## src/rtl/lc3_inst_loader.sv

```systemverilog
// Streams a program into the LC-3 instruction memory, holds the core in reset while loading,
// then releases it after a fixed settling window.
module lc3_inst_loader #(
  parameter logic [15:0] BASE_ADDR  = 16'h3000,
  parameter int          MAX_WORDS  = 256,
  parameter int          RESET_HOLD = 4
) (
  input  logic        clk,
  input  logic        reset,
  input  logic        start,
  input  logic        in_valid,
  output logic        in_ready,
  input  logic [15:0] in_data,
  input  logic        in_last,
  output logic [15:0] din_inst,
  output logic        write_inst,
  output logic [15:0] addr_inst,
  output logic        core_reset,
  output logic        busy,
  output logic        done,
  output logic [15:0] word_count,
  output logic        overflow
);

  typedef enum logic [1:0] {IDLE, LOAD, HOLD, RUN} state_t;

  state_t      state, next_state;
  logic        accept;
  logic [16:0] count_inc;
  logic        at_max;
  logic [7:0]  hold_cnt;
  logic        hold_done;

  assign in_ready  = (state == LOAD);
  assign accept    = in_ready & in_valid;
  // 17-bit compare so MAX_WORDS = 65536 is reachable from a 16-bit count.
  assign count_inc = {1'b0, word_count} + 17'd1;
  assign at_max    = (count_inc == 17'(MAX_WORDS));
  assign hold_done = (hold_cnt == 8'(RESET_HOLD));

  // NOTE: sequential state uses non-blocking assignments so every flop samples pre-edge values.
  always_ff @(posedge clk) begin
    if (reset) state <= IDLE;
    else       state <= next_state;
  end

  always_comb begin
    next_state = state;
    unique case (state)
      IDLE: if (start)                          next_state = LOAD;
      LOAD: if (accept && (in_last || at_max))  next_state = HOLD;
      HOLD: if (hold_done)                      next_state = RUN;
      RUN:  if (start)                          next_state = LOAD;
      default:                                  next_state = IDLE;
    endcase
  end

  // NOTE: reset is synchronous; reset wins over any same-cycle acceptance so no write escapes.
  always_ff @(posedge clk) begin
    if (reset) begin
      write_inst <= 1'b0;
      din_inst   <= 16'h0000;
      addr_inst  <= BASE_ADDR;
      core_reset <= 1'b1;
      busy       <= 1'b0;
      done       <= 1'b0;
      word_count <= 16'h0000;
      overflow   <= 1'b0;
      hold_cnt   <= 8'd0;
    end else begin
      write_inst <= accept;
      if (accept) begin
        din_inst   <= in_data;
        addr_inst  <= BASE_ADDR + word_count;
        word_count <= count_inc[15:0];
        if (at_max && !in_last) overflow <= 1'b1;
      end
      if ((state == IDLE || state == RUN) && start) begin
        word_count <= 16'h0000;
        overflow   <= 1'b0;
      end
      // The write-pulse cycle of the final word is the first counted hold cycle.
      if (state == LOAD && next_state == HOLD)  hold_cnt <= 8'd1;
      else if (state == HOLD && !hold_done)     hold_cnt <= hold_cnt + 8'd1;
      else if (state != HOLD)                   hold_cnt <= 8'd0;
      core_reset <= (next_state != RUN);
      busy       <= (next_state == LOAD) || (next_state == HOLD);
      done       <= (next_state == RUN);
    end
  end

endmodule

```

## config.mk

```make
export PLATFORM = sky130hd
export DESIGN_NAME = lc3_inst_loader
export DESIGN_NICKNAME = d
export VERILOG_FILES = /design/src/rtl/lc3_inst_loader.sv
export SDC_FILE = /design/constraint.sdc
export NUM_CORES = 1
export LEC_CHECK = 0
export ABC_AREA = 1
export ABC_CLOCK_PERIOD_IN_PS = 3740
export CAP_MARGIN = 40
export CORE_MARGIN = 2
export CORE_UTILIZATION = 52
export CTS_CLUSTER_DIAMETER = 30
export CTS_CLUSTER_SIZE = 10
export DETAILED_ROUTE_END_ITERATION = 8
export GPL_ROUTABILITY_DRIVEN = 0
export PLACE_DENSITY = 0.8
export SLEW_MARGIN = 10
export SYNTH_ARGS = -nofsm -noshare
export SYNTH_HDL_FRONTEND = slang
export SYNTH_SLANG_ARGS = --single-unit
```

## constraint.sdc

```tcl
create_clock -name clk -period 3.74 [get_ports clk]
set_input_delay 0.374 -clock clk [delete_from_list [all_inputs] [get_ports clk]]
set_output_delay 0.374 -clock clk [all_outputs]
set_load 0.1 [all_outputs]
```

==> results.md, run 1 <==
- Initial antenna violation count: 0
- Post-layout min period: approximately 2.7 ns
- TritonCTS clock tree: yes
- Cell taking the most area after synthesis: dfxtp_1
- Slew headroom: 0.620
- Yosys warning count: 0
- Area Growth Syn to Fin: 62.4%
- Initial drt markers: 156
- Area of the die: 6260 um^2
- Root Driver: clkbuf_8
- Min Hold Slack: roughly 0.47 ns
- Ports: 75
- Final max-slew violation count: 0
- Design area: between 4000 and 5000 um^2
- Final TNS setup: 0 ns
- Clock latency on the worst-skew pair: between 0.3 and 0.4 ns
- Die W: between 70 and 80 um
- Hold Crit Depth: 2
- Footprint of the multi-input gates: 1400 um^2
- CTS Buffer Depth: 2
- Largest net degree at the start of global routing: 62
- # Post-CTS Setup Buffers: 0
- H-tree lvl count: 3
- Status: finished clean
- Worst vdd ir: about 0.54 mV
- Mapped cell area: between 2000 and 3000 um^2
- Fin crit share: 0.709
- Cell area after placement: 4570 um^2
- Tot Pwr: roughly 3.6 mW
- Total grt overflow: 0
- Antenna viol nets, final: 0
- Via density: 5.24
- RSZ-0062 raised after global routing: no
- First-pass GRT wire length: between 10,000 and 15,000 um
- # nets final: 570
- Worst Setup End Kind: flop
- Core area: about 5500 um^2
- Crit Path Category: reg -> reg
- Vias in the first global route: 3,143
- HP Class: reg -> reg
- CP most frequent cell: nand2_1
- Die height: 79.1 um
- #FFs+latches synth: 63
- Hold Buf Count CTS: 0
- Max Fclk: around 380 MHz
- Fin Clk Skew: about 0.0089 ns
- Arr. time, crit path: roughly 2.9 ns
- Startpoint types: flop
- Start point of the worst hold path: overflow
- Wire length per cell: about 14 um
- Peak per-stage delay on the critical path: between 0.4 and 0.5 ns
- Post-Syn Instances: between 400 and 500
- Port Buffers: 74
- HPWL after detailed placement: 6330 um
- Slowest stage cell, crit path: dfxtp_1
- Syn_nets: roughly 440
- Final setup fails: 0
- Pre-antenna DRT Iters: 4
- DRC errors left: 0
- CP Cell Sequence: ha_1 -> nand3_2 -> nor2_2 -> nand2_1 -> nand2_1 -> nor2_1 -> nand2_1 -> nor2_1 -> nand3_1 -> nand2_1 -> nand2_2 -> nand2_2 -> nand2_2 -> inv_1 -> ha_1 -> nand2_1 -> nand2_1 -> inv_1 -> nand2_1 -> nor3b_1
- Total CTS buffers: 9
- CP Max Fanout: 7
- Fin. Hold Viols: 0
- Pre-CTS setup slack: 1.12 ns
- PD cells: between 700 and 800 nW/um^2
- WP depth: 20
- Filler cells: between 300 and 400
- Register area share after synthesis: 0.430
- Post_cts resized: 0
- Clock sink count: between 60 and 70
- Crit path max-delay family: simple AND/OR/NAND/NOR gates
- Initial Util: 0.536
- Worst-path clk slew: approximately 0.070 ns
- Reg2reg path depth: 20
- Layout cells sized above 1: 0.158
- Via count: 3,223
- Setup WS post-layout: between 1 and 1.5 ns
- Critical Path Start: word_count[1]
- Netlist cell types: 28
- Synth area leaders: dfxtp_1 (43%), nor2_1 (8.4%), nand2_1 (7.9%)
- DRT Wirelength: between 8000 and 9000 um
- CP required: between 3 and 4 ns
- Commonest non-fill, non-tap cells in the layout: clkdlybuf4s50_1 (74), nor2_1 (66), dfxtp_1 (63), nand2_1 (62), inv_1 (56)
- Syn avg cell area: roughly 7.2 um^2
- Tot GR Track Use: 0.287
- Critical path buffers and inverters: 2
- Ant diodes: 0
- Least-Margin Pin Slew: 0.569 ns
- Most common cell after layout, fill and taps aside: clkdlybuf4s50_1
- FP Rows: 27
- Top cell type's share of synthesized area: 0.430
- FF-to-FF Start: word_count[1]
- Leak: approximately 2.0 nW
- Sequential cell area: 1260 um^2
- Max_cap viols: 0
## stage by stage
stage / utilization / std cells
after floorplan: - / 409
after global placement: 0.683 / 545
after detailed placement: 0.836 / 599
after CTS: 0.870 / 615
after global routing: 0.870 / 615
final: 0.870 / 615
## routing by layer
| layer | up-vias | share of wire | GRT usage |
|---|---|---|---|
| met2 | 98 | 0.54 | 0.535 |
| met3 | 18 | 0.049 | 0.0500 |
| li1 | 1579 | - | - |
| met1 | 1528 | 0.39 | 0.324 |
| met5 | - | 0 | 0 |
| met4 | 0 | 0.020 | 0.110 |
## cells in the mapped netlist, drive strengths merged
| cell | number |
|---|---|
| o21ai | 47 |
| o2111ai | 1 |
| nor4 | 1 |
| nor3 | 3 |
| ha | 11 |
| nor2 | 72 |
| clkbuf | 13 |
| nor3b | 1 |
| a31oi | 1 |
| o21a | 1 |
| a21oi | 24 |
| o211ai | 6 |
| o221ai | 1 |
| nand3b | 2 |
| dfxtp | 63 |
| nand4 | 6 |
| clkinv | 2 |
| nand2 | 67 |
| nand3 | 24 |
| inv | 57 |
| xor2 | 5 |
| o31ai | 1 |
## flip-flops by register name, indices dropped and copies added (netlist names)
signal	cells
addr_inst	16
busy	1
core_reset	1
din_inst	16
done	1
hold_cnt	8
overflow	1
state	2
word_count	16
write_inst	1
## cell families (layout without fill, tap and decap cells)
| logic type | count (synthesis) | after routing | share of synthesized area |
|---|---|---|---|
| AO/OA/AOI/OAI | 82 | 82 | 0.150 |
| flip-flops | 63 | 63 | 0.430 |
| buffers and inverters | 72 | 206 | 0.0922 |
| adder cells (fa/ha/maj) | 11 | 11 | 0.0469 |
| XOR/XNOR | 5 | 5 | 0.0149 |
| AND/OR/NAND/NOR | 176 | 176 | 0.266 |
## tightest hold or removal path: cells and delay by family, from the launching register on
family / cells / cell delay, ns
AO/OA/AOI/OAI: 1 / 0.05
flip-flops: 1 / 0.32
buffers and inverters: 1 / 0.05
## power by group
part | switching, mW | total [mW] | leakage (nW) | internal, mW
Clock | 0.253 | 0.576 | 0.100 | 0.323
Sequential | 0.106 | 0.912 | 0.513 | 0.805
Combinational | 1.41 | 2.13 | 1.39 | 0.720
Total | 1.77 | 3.62 | 2.01 | 1.85
## worst paths after layout
| check | end | slack (ns) |
|---|---|---|
| worst min register to register | overflow | 0.47 |
| worst min-delay path | overflow | 0.47 |
| worst max register to register | hold_cnt[5] | 1.09 |
| worst max-delay path | hold_cnt[5] | 1.09 |
## final cells by class
type,count,share of cell area
multi-input cells,274,0.294
clock buffers,12,0.0305
repair buffers,131,0.336
inverters,59,0.0465
flip-flops and latches,63,0.265
well taps,72,0.0189
clock inverters,4,0.00946
Note: power is estimated with default switching activity, not from simulation.
==> run 2, diff against run 1 <==
- ABC_CLOCK_PERIOD_IN_PS: 3740 -> 2190
- CORE_UTILIZATION: 52 -> 44
- PLACE_DENSITY: 0.8 -> 0.72
- clock period: 3.74 -> 2.19 ns (I/O delays scaled with it)
==> run 2 against run 1 <==
Against the previous run:
- the flow now finishes with violations (negative setup slack)
- routed wire length shrank 9.5%
- non-clock buffer count fell by 35
- highest routed layer unchanged
- critical path type unchanged
- sequential power up 71%
==> results.md, run 2 (synthesized netlist as in run 1, its figures left out) <==
- Status: complete, but fails checks
- Failing checks: negative setup slack
- Largest net degree at the start of global routing: 62
- Reg2reg path depth: 20
- Fin crit share: 1.02
- Initial drt markers: 122
- Root Driver: clkbuf_8
- Die W: between 80 and 90 um
- Initial Util: 0.459
- Hold endpoint: addr_inst[12]
- FP Rows: 29
- Port Buffers: 74
- Vias in the first global route: ~2,800
- Final max-slew violation count: 0
- Crit path max-delay family: simple AND/OR/NAND/NOR gates
- TritonCTS clock tree: yes
- CP required: between 2 and 2.5 ns
- Pre-antenna DRT Iters: 4
- Startpoint types: flop
- Crit Path Category: reg -> reg
- Final TNS setup: -0.101 ns
- CTS Buffer Depth: 2
- Slowest stage cell, crit path: dfxtp_4
- Area of the die: approximately 7300 um^2
- Via density: between 5 and 6
- Arr. time, crit path: about 2.5 ns
- Via count: between 2,000 and 3,000
- Core area: 6390 um^2
- Met1 Use GR: 0.262
- HP Class: reg -> reg
- Filler cells: approximately 560
- Fin Clk Skew: around 0.0063 ns
- Initial antenna violation count: 0
- Worst-path clk slew: roughly 0.070 ns
- Clock sink count: between 60 and 70
- Die height: roughly 86 um
- First-pass GRT wire length: ~13,000 um
- Layout cells sized above 1: 0.289
- CP Max Fanout: 5
- Commonest non-fill, non-tap cells in the layout: buf_4 (74), nor2_1 (63), nand2_1 (55), inv_1 (53), dfxtp_1 (47)
- # nets final: ~540
- Wire length per cell: 13.2 um
- Final setup fails: 4
- Setup WS post-layout: -0.0350 ns
- DRC errors left: 0
- DRT Wirelength: about 7700 um
- Total grt overflow: 0
- Tot GR Track Use: 0.219
- Final core occ: 0.652
- Ant diodes: 0
- CP Cell Sequence: ha_4 -> nand3_4 -> inv_4 -> nand3_2 -> nand2_1 -> nand2_1 -> nand2_1 -> nor2_1 -> nand3_1 -> nand2_1 -> nand2_2 -> nand2_2 -> nand2_2 -> inv_2 -> ha_4 -> nand2_4 -> nand2_4 -> inv_4 -> nand2_4 -> nor3b_2
- Max_cap viols: 0
- Post-layout min period: 2.23 ns
- Most used routing layer: met2
- FF-to-FF Start: word_count[0]
- Least-Margin Pin Slew: 0.347 ns
- Hold Crit Depth: 2
- Worst Setup End Kind: flop
- Inst Count DP: between 500 and 600
- Most common cell after layout, fill and taps aside: buf_4
- Start point of the worst hold path: addr_inst[12]
- Clock latency on the worst-skew pair: ~0.35 ns
- PD cells: 1370 nW/um^2
- RSZ-0062 raised after global routing: yes
- Non-Filler Instances: 585
- Internal reg-to-reg setup slack: -0.04 ns
- Met2 usage: 0.379
- Antenna viol nets, final: 0
- Tot Pwr: ~5.7 mW
- Total CTS buffers: 9
- Max Fclk: approximately 450 MHz
- H-tree lvl count: 3
- Area Growth Syn to Fin: 42.0%
- Worst vdd ir: between 1 and 1.5 mV
- Critical path buffers and inverters: 3
- Slew headroom: 0.766
- Peak per-stage delay on the critical path: 0.38 ns
- HPWL after detailed placement: 5110 um
- Min Hold Slack: slightly below 0.5 ns
- Reg2reg end: hold_cnt[5]
- Ports: 75
- Fin. Hold Viols: 0
- Met3 GRT Util: 0.0414
- Leak: ~1.8 nW
- Largest registers: addr_inst (16), din_inst (16), word_count (16)
- CP most frequent cell: nand2_1
[run 2: routing by layer]
layer / part of all wire / vias to the layer above
met1: 0.43 / 1346
met2: 0.49 / 83
met4: 0.023 / 0
met3: 0.057 / 15
met5: 0 / -
li1: - / 1509
[run 2: cell type report]
type | instances | area, um^2 | share of cell area
Clock buffer | 12 | 166 | 0.0400
Clock inverter | 4 | 27.5 | 0.00661
Inverter | 59 | 226 | 0.0544
Multi-Input combinational cell | 274 | 1540 | 0.370
Sequential cell | 63 | 1320 | 0.317
Tap cell | 77 | 96.3 | 0.0231
Timing Repair Buffer | 96 | 787 | 0.189
[run 2: per-stage QoR]
step	setup slack (ns)	cell area, um^2
after floorplan	-0.108	3040
after global placement	0.0212	3760
after detailed placement	-0.106	3760
after CTS	-0.00984	4090
after global routing	-0.232	4160
final	-0.0350	4160
[run 2: worst max path at each step]
| stage | depth (start not counted) | to | slack [ns] | start |
|---|---|---|---|---|
| floorplan | 21 | hold_cnt[1] | -0.11 | word_count[1] |
| detailed placement | 20 | hold_cnt[5] | -0.11 | word_count[1] |
| global placement | 19 | hold_cnt[5] | 0.02 | word_count[5] |
| global route | 21 | hold_cnt[2] | -0.23 | word_count[0] |
| finish | 20 | hold_cnt[5] | -0.04 | word_count[0] |
| CTS | 20 | hold_cnt[5] | -0.01 | word_count[0] |
[run 2: where the power goes]
part	internal [mW]	total, mW	switching (mW)
logic	0.805	3.16	2.35
clock network	0.510	0.973	0.463
registers	1.39	1.56	0.170
[run 2: what timing repair did]
item	in CTS	in global routing
pin swaps	3	13
buffers inserted	14	2
cloned	0	0
hold buffers	0	0
setup endpoints to repair	6	12
gates resized for setup	8	15
[run 2: worst min-delay path, delay by kind of cell (launching register included)]
kind	cells	cell delay, ns
DFF	1	0.33
AOI/OAI and AO/OA	2	0.13
